===== src/rtl/mult_pkg.sv =====
// Shared definitions for the digit-serial multiplier family.
// It holds the FSM state encoding and the digit-count helper that sibling multipliers reuse.
package mult_pkg;

    typedef enum logic [1:0] {
        IDLE = 2'd0,
        RUN  = 2'd1,
        DONE = 2'd2
    } mult_state_t;

    // Operands are consumed as base-4 digits, two bits at a time.
    localparam int DIGIT_W = 2;

    // Number of base-4 digits in one operand of the given bit width.
    function automatic int num_digits(input int width);
        return width / DIGIT_W;
    endfunction

endpackage


===== src/rtl/mult2_2.sv =====
// 2x2 unsigned gate-level multiplier that returns a 4-bit product.
module mult2_2 (
    input  logic [1:0] a,
    input  logic [1:0] b,
    output logic [3:0] p
);

    logic pp_10;
    logic pp_01;
    logic pp_11;
    logic carry1;

    assign pp_10  = a[1] & b[0];
    assign pp_01  = a[0] & b[1];
    assign pp_11  = a[1] & b[1];
    assign carry1 = pp_10 & pp_01;

    assign p[0] = a[0] & b[0];
    assign p[1] = pp_10 ^ pp_01;
    assign p[2] = pp_11 ^ carry1;
    assign p[3] = pp_11 & carry1;

endmodule


===== src/rtl/mult8_seq.sv =====
// Sequential unsigned multiplier built on base-4 digits.
// In RUN it spends one cycle on each digit pair (a_i, b_j), so a product takes D*D RUN cycles.
// Each digit product comes from a single shared 2x2 multiplier and is accumulated
// at bit weight 2*(i+j).
//
// state | meaning
// IDLE  | waiting for start; operands are captured on the accepting edge
// RUN   | one digit pair per cycle is accumulated; busy=1
// DONE  | out holds the new product; done=1 for this single cycle
module mult8_seq
    import mult_pkg::*;
#(
    parameter int WIDTH = 8
) (
    input  logic               clk,
    input  logic               rst,
    input  logic               start,
    input  logic [WIDTH-1:0]   in1,
    input  logic [WIDTH-1:0]   in2,
    output logic               busy,
    output logic               done,
    output logic [2*WIDTH-1:0] out
);

    localparam int D  = num_digits(WIDTH);
    localparam int IW = $clog2(D);
    localparam int PW = 2 * WIDTH;

    if ((WIDTH < 4) || ((WIDTH % 2) != 0)) begin : g_bad_width
        $error("mult8_seq: WIDTH must be even and at least 4");
    end

    mult_state_t       state_q, state_d;
    logic [WIDTH-1:0]  a_q, a_d;
    logic [WIDTH-1:0]  b_q, b_d;
    logic [PW-1:0]     acc_q, acc_d;
    logic [PW-1:0]     out_q, out_d;
    logic [IW-1:0]     i_q, i_d;
    logic [IW-1:0]     j_q, j_d;

    logic [DIGIT_W-1:0] digit_a;
    logic [DIGIT_W-1:0] digit_b;
    logic [3:0]         digit_prod;
    logic [PW-1:0]      term;
    logic               j_last;
    logic               i_last;

    assign digit_a = a_q[DIGIT_W*i_q +: DIGIT_W];
    assign digit_b = b_q[DIGIT_W*j_q +: DIGIT_W];

    mult2_2 u_digit_mult (
        .a (digit_a),
        .b (digit_b),
        .p (digit_prod)
    );

    // The largest partial sum is still below 2^PW, so the accumulator cannot overflow.
    assign term   = PW'(digit_prod) << (DIGIT_W * (int'(i_q) + int'(j_q)));
    assign j_last = (j_q == IW'(D - 1));
    assign i_last = (i_q == IW'(D - 1));

    // Next-state logic: operand capture, the digit-pair walk and result publication.
    always_comb begin
        state_d = state_q;
        a_d     = a_q;
        b_d     = b_q;
        acc_d   = acc_q;
        out_d   = out_q;
        i_d     = i_q;
        j_d     = j_q;
        case (state_q)
            IDLE: begin
                if (start) begin
                    a_d     = in1;
                    b_d     = in2;
                    acc_d   = '0;
                    i_d     = '0;
                    j_d     = '0;
                    state_d = RUN;
                end
            end
            RUN: begin
                acc_d = acc_q + term;
                if (j_last) begin
                    j_d = '0;
                    i_d = i_last ? '0 : i_q + 1'b1;
                end else begin
                    j_d = j_q + 1'b1;
                end
                // Publish on the final pair, including that pair's own contribution.
                if (j_last && i_last) begin
                    out_d   = acc_q + term;
                    state_d = DONE;
                end
            end
            DONE: begin
                state_d = IDLE;
            end
            default: begin
                state_d = IDLE;
            end
        endcase
    end

    // State registers; reset clears the whole datapath at once, without waiting for a clock.
    always_ff @(posedge clk or posedge rst) begin
        if (rst) begin
            state_q <= IDLE;
            a_q     <= '0;
            b_q     <= '0;
            acc_q   <= '0;
            out_q   <= '0;
            i_q     <= '0;
            j_q     <= '0;
        end else begin
            state_q <= state_d;
            a_q     <= a_d;
            b_q     <= b_d;
            acc_q   <= acc_d;
            out_q   <= out_d;
            i_q     <= i_d;
            j_q     <= j_d;
        end
    end

    assign busy = (state_q == RUN);
    assign done = (state_q == DONE);
    assign out  = out_q;

endmodule


===== config.mk =====
export PLATFORM = sky130hd
export DESIGN_NAME = mult8_seq
export DESIGN_NICKNAME = d
export VERILOG_FILES = /design/src/rtl/mult_pkg.sv /design/src/rtl/mult2_2.sv /design/src/rtl/mult8_seq.sv
export SDC_FILE = /design/constraint.sdc
export NUM_CORES = 1
export LEC_CHECK = 0
export BUFFER_PORTS_ARGS = -buffer_cell sky130_fd_sc_hd__buf_2
export CAP_MARGIN = 20
export CORE_ASPECT_RATIO = 1.1
export CORE_UTILIZATION = 45
export CTS_CLUSTER_DIAMETER = 40
export CTS_CLUSTER_SIZE = 30
export DETAILED_ROUTE_END_ITERATION = 8
export SYNTH_ARGS = -nofsm -noshare
export SYNTH_HDL_FRONTEND = slang
export SYNTH_SLANG_ARGS = --single-unit

===== constraint.sdc =====
create_clock -name clk -period 5.4 [get_ports clk]
set_input_delay 1.08 -clock clk [delete_from_list [all_inputs] [get_ports clk]]
set_output_delay 1.08 -clock clk [all_outputs]
set_load 0.03 [all_outputs]

# ---- Yosys cells after proc, flatten, opt, wreduce, memory -nomap -nowiden
# Cells that the tools add are included.
dict set report classes {
  addsub 4
  n_eq_ne 7
  shifts 3
  n_mux 11
  n_bitwise 8
  reduce_logical 8
}
# cell n
set op_table {}
lappend op_table {{case mux 16 bit (2 select lines)} 1}
lappend op_table {{adder 16 bit} 1}
lappend op_table {{two-way mux 16 bit} 1}
lappend op_table {{indexed part select 8 x 4 -> 2 bit} 2}
lappend op_table {{<< shifter 4 x 4 -> 16 bit} 1}
lappend op_table {{two-way mux 2 bit} 6}
lappend op_table {{case mux 2 bit (2 select lines)} 3}
lappend op_table {{AND reduction 2 bit} 4}
lappend op_table {{AND 1 bit} 6}
lappend op_table {{== test 2 bit, second input constant} 3}
lappend op_table {{adder 2 x 1 -> 2 bit, second input constant} 2}
lappend op_table {{!= test 2 x 1 -> 1 bit, second input constant} 2}
lappend op_table {{adder 2 x 2 -> 3 bit} 1}
lappend op_table {{AND reduction 3 bit} 1}
lappend op_table {{== test 2 x 1 -> 1 bit, second input constant} 1}
lappend op_table {{zero test 2 bit} 1}
lappend op_table {{!= test 2 bit, second input constant} 1}
lappend op_table {{nonzero test 2 bit} 1}
lappend op_table {{bitwise XOR 1 bit} 2}
lappend op_table {{logical AND 1 bit} 1}
dict set report word_totals {
  reg_bits 54
  out_inout_bits 18
  elab_cells 48
}

# ---- Longest topological paths before layout
dict set report depth {
  ltp_word 7
  mapped_depth 15
  depth_no_buf 14
}

# ---- Modules after synthesis
# Synthesis repeated with hierarchy kept, for this count alone.
dict set report unflattened {
  cells_unflattened 316
  hier_area_um2 3096.7
}
# mod n_inst cells_each area_per_inst_um2 seq_area_each_um2
set modules_own_cells {}
lappend modules_own_cells {mult8_seq 1 310 3046.7 1351.3}
lappend modules_own_cells {mult2_2 1 6 50.0 0.0}

# ---- Worst setup path before layout
# Ideal clock, no wire load.
dict set report synth_timing {
  kind {flip-flop to flip-flop}
  startpoint {register j_q[0]}
  endpoint {register acc_q[15]}
  setup_ns 0.072
  t_arrival_ns 3.653
  t_required_ns 5.328
  setup_slack_ns 1.676
  path_stages_with_launch 15
  cell_sequence {dfrtp_1 mux4_2 and2_1 ha_1 ha_1 nor2b_1 a31oi_1 nor2_1 ha_1 a21oi_2 a21oi_1 a311o_1 a22o_1 or4_1 nand4_1}
}
dict set report synth_between {
  elab_chain_cells 7
  elab_cells_between_ends 13
  classes_between {2 x add/sub; 2 x shift; 1 x mux; 8 x bitwise}
}
# item line
set synth_rtl {}
lappend synth_rtl {{start, declared} mult8_seq.sv:39} ;# logic [IW-1:0] j_q, j_d;
lappend synth_rtl {{start signal, assigned} mult8_seq.sv:122} ;# j_q <= j_d;
lappend synth_rtl {{indexed part select 8 x 4 -> 2 bit} mult8_seq.sv:49} ;# assign digit_b = b_q[DIGIT_W*j_q +: DIGIT_W];
lappend synth_rtl {{AND 1 bit (on tied branches)} {mult2_2.sv:13, mult2_2.sv:14}}
lappend synth_rtl {{AND 1 bit} mult2_2.sv:16} ;# assign carry1 = pp_10 & pp_01;
lappend synth_rtl {{bitwise XOR 1 bit or AND 1 bit (tied branches)} {mult2_2.sv:20, mult2_2.sv:21}}
lappend synth_rtl {{<< shifter 4 x 4 -> 16 bit (*)} mult8_seq.sv:58} ;# assign term = PW'(digit_prod) << (DIGIT_W * (int'(i_q) + int'(j_q)));
lappend synth_rtl {{adder 16 bit (*)} mult8_seq.sv:83} ;# acc_d = acc_q + term;
lappend synth_rtl {{case mux 16 bit (2 select lines) (*)} mult8_seq.sv:71} ;# case (state_q)
lappend synth_rtl {{end signal, assigned} mult8_seq.sv:111} ;# acc_q <= '0;
lappend synth_rtl {{end signal, assigned} mult8_seq.sv:119} ;# acc_q <= acc_d;
lappend synth_rtl {{end, declared} mult8_seq.sv:36} ;# logic [PW-1:0] acc_q, acc_d;
# Every way passes the cells marked *; elsewhere a longest branch is shown, timed or not.
# A chain may end at the register's enable or synchronous reset.

# ---- Final worst setup path
dict set report layout_timing {
  startpoint {register j_q[0]}
  endpoint {register out_q[15] (netlist: out[15])}
}
dict set report layout_between {
  elab_chain_cells 6
  elab_cells_between_ends 15
  classes_between {2 x add/sub; 1 x eq/ne; 2 x shift; 8 x bitwise; 2 x reduce/logical}
}
# item line
set layout_rtl {}
lappend layout_rtl {{indexed part select 8 x 4 -> 2 bit} mult8_seq.sv:49}
lappend layout_rtl {{AND 1 bit (on tied branches)} {mult2_2.sv:13, mult2_2.sv:14}}
lappend layout_rtl {{AND 1 bit} mult2_2.sv:16}
lappend layout_rtl {{bitwise XOR 1 bit or AND 1 bit (tied branches)} {mult2_2.sv:20, mult2_2.sv:21}}
lappend layout_rtl {{<< shifter 4 x 4 -> 16 bit} mult8_seq.sv:58}
lappend layout_rtl {{adder 16 bit} mult8_seq.sv:92} ;# out_d = acc_q + term;
lappend layout_rtl {{end signal, assigned} mult8_seq.sv:120} ;# out_q <= out_d;
lappend layout_rtl {{end, declared} mult8_seq.sv:37} ;# logic [PW-1:0] out_q, out_d;
# Parallel ways exist; a longest one is shown, timed or not.

==> out/metrics.csv <==
stage,metric,value,unit
floorplanning,CORE AREA,6670,um2
placed_design,Port Buffers,36,
yosys,prevailing post-synth register cell,dfrtp_1,
grt,GRT overflow,0,
yosys,cells after synthesis,322,
clock_tree,cts bufs inserted,5,
yosys,mux share of post-synthesis cell area,0.0917,
clock_tree,CTS root buf,clkbuf_8,
timing,Post-Route Setup TNS,0,ps
setup_path,worst setup path class,reg -> reg,
detailed_routing,Iteration-0 DRC Markers,120,
clock_tree,hold buffer count at CTS,0,
setup_path,FF-to-FF Start,j_q[0],
yosys,count of cell types in the netlist,47,
timing,Peak Freq,241,MHz
cells_and_area,Nets,393,
grt,gr usage total,0.204,
grt,largest net degree at the start of global routing,55,
clock_tree,post-CTS sizing,0,
clock_tree,post-CTS setup buffers,0,
min_path,Min-Delay Startpoint,out[6],
floorplanning,I/O Pins,37,
timing,final worst path period need,4150,ps
outcome,status,completed,
timing,Worst Tran Pin Value,955,ps
clock_tree,CTS tree,yes,
placed_design,post-DP HPWL,4910,um
detailed_routing,DR vias/cell,5.64,
yosys,count of flip-flops with a built-in enable after synthesis,0,
grt,vias in the first global route,2403,
clock_tree,CTS max path bufs,2,
clock_tree,"CTS clk-pin slew, worst paths",90,ps
yosys,Post-Synth Adder-Cell Area,0.0957,
power,PwrDens,677,nW/um2
timing,Tcrit/Tclk final,0.768,
setup_path,endpoint type of the worst setup path,flop,
floorplanning,Die Wd,82.0,um
clock_tree,H-tree depth,2,
yosys,complex-gate fraction of the synthesized area,0.155,
timing,WHS,478,ps
detailed_routing,Routed WL,6670,um
yosys,average size of a mapped cell,9.83,um2
floorplanning,Die Ht,90.0,um
floorplanning,num rows,31,
timing,Finish-stage setup viols,0,
yosys,"Cell Area, Synth",3160,um2
yosys,Synth area leaders,"dfrtp_1 43%, ha_1 8.3%, nand2_1 5.8%, mux2_2 5.7%, o21ai_0 3.3%",
yosys,"Seq/Total Area, Yosys",0.427,
setup_path,crit path from,j_q[0],
floorplanning,Die Area,7370,um2
timing,Final Hold Vio Count,0,
cells_and_area,"commonest cells after routing, fill and taps aside","54 x dfrtp_1, 49 x nand2_1, 36 x buf_2, 21 x o21ai_0, 21 x ha_1",
cells_and_area,Layout area overhead,10.9,%
power,P_leak,1.62,nW
yosys,synthesized flop and latch total,54,
timing,RSZ-0062 raised after global routing,false,
cells_and_area,layout cell share with drive strength beyond 1,0.199,
floorplanning,Starting Density,0.474,
detailed_routing,WL per Instance,15.4,um
clock_tree,# clock sinks,54,
detailed_routing,post-route ant nets,0,
yosys,Simple-Gate Fraction of Synth Area,0.160,
setup_path,Critical Path Source Type,flop,
clock_tree,clk_lat worst skew,310,ps
job,max-cap violations,0,
timing,Clock Skews,4.12,ps
timing,fin. max-slew vios,0,
yosys,Synth Area in XOR/XNOR,0.0360,
yosys,"Net Count, Synth",364,
power,peak supply drop,0.290,mV
grt,first-pass GRT wire length,11700,um
grt,initial antenna violation count,0,
yosys,largest family of logic cells by synthesized area,simple AND/OR/NAND/NOR gates,
cells_and_area,fin util,0.526,
detailed_routing,Remaining DRCs,0,
yosys,share of the synthesized area in the top cell type,0.427,
min_path,Hold Crit Class,reg -> reg,
detailed_routing,via count,2448,
cells_and_area,"commonest non-fill, non-tap cell in the layout",dfrtp_1,
setup_path,Crit Path Max Fanout,6,
setup_path,WP data arrival,4390,ps
yosys,Async SR Flop Fraction,1.00,
setup_path,Critical Path RT,5650,ps
yosys,yosys warns,0,
detailed_routing,drt first pass iters,4,
yosys,post-synth top area cell,dfrtp_1,
placed_design,routability cong.,0.881,
timing,max_slew headroom,0.363,
cells_and_area,n_diodes,0,
-- layout make-up --
cell class                 count  area [um2]
clock inverter                 1        30.0
inverter                      10        37.5
sequential                    54        1350
tap                           82         103
timing repair buffer          39         203
multi-input combinational    241        1710
clock buffer                   7        76.3
fill                         631        3160
-- worst paths after layout --
check / to / slack, ps / cells past startpoint
max in group asynchronous: out[13] / 4020 / 3
setup reg to reg: out[15] / 1250 / 14
min in group asynchronous: out[3] / 950 / 3
hold / removal: out[6] / 480 / 2
setup / recovery: out[15] / 1250 / 14
hold reg to reg: out[6] / 480 / 2
-- logic make-up after synthesis --
family | Yosys count
buffers and inverters | 27
XOR/XNOR | 13
multiplexers | 22
flip-flops | 54
AO/OA/AOI/OAI | 75
AND/OR/NAND/NOR | 108
adder cells (fa/ha/maj) | 23
-- cells in the mapped netlist, types with 6 or more instances --
library cell and count:
nand2_1 49, a31oi_1 6, ha_1 21, o21ai_0 21, nand4_1 7, clkbuf_1 12, o22ai_1 11, nand3_1 12
a21o_1 8, inv_1 9, xnor2_1 8, nor2_1 14, nand2b_1 6, a21oi_1 8, dfrtp_1 54, mux2_2 16
-- flip-flops by register name, indices dropped and copies added, names as in the netlist --
name,flops
state_q,2
out,16
b_q,8
a_q,8
acc_q,16
j_q,2
i_q,2
-- layer usage --
layer  vias to the layer above  GRT usage  routed length, um
met5                         -          0                  0
met4                         0     0.0599                102
met3                         9     0.0376                243
met2                        56      0.325               3180
met1                      1167      0.280               3140
li1                       1216          -                  -
-- worst max-delay path: stages, from the launching register on --
cell	delay, ps
dfrtp_1	490
mux4_2	570
and2_1	160
ha_1	200
ha_1	310
nor2b_1	140
a31oi_1	310
nor2_1	100
ha_1	350
a21oi_2	170
a21oi_1	90
a311o_1	390
a22o_1	270
or4_1	420
nand4_1	110
-- power by group --
| part | leakage, nW | internal (mW) | switching, mW |
|---|---|---|---|
| logic | 0.903 | 0.563 | 0.818 |
| clock network | 0.0524 | 0.139 | 0.132 |
| registers | 0.669 | 0.600 | 0.124 |
| total | 1.62 | 1.30 | 1.07 |
-- metrics by stage --
step                      cells  worst slack (ps)  power [mW]  cell area, um2
final                       434              1250        2.38            3510
after floorplan             322              1680        1.81            3160
after CTS                   434              1240        2.39            3510
after detailed placement    426              1280        2.12            3400
after global routing        434               950        2.61            3510
after global placement      426              1370        2.10            3400
No activity file was read; power rests on OpenSTA's default activity.
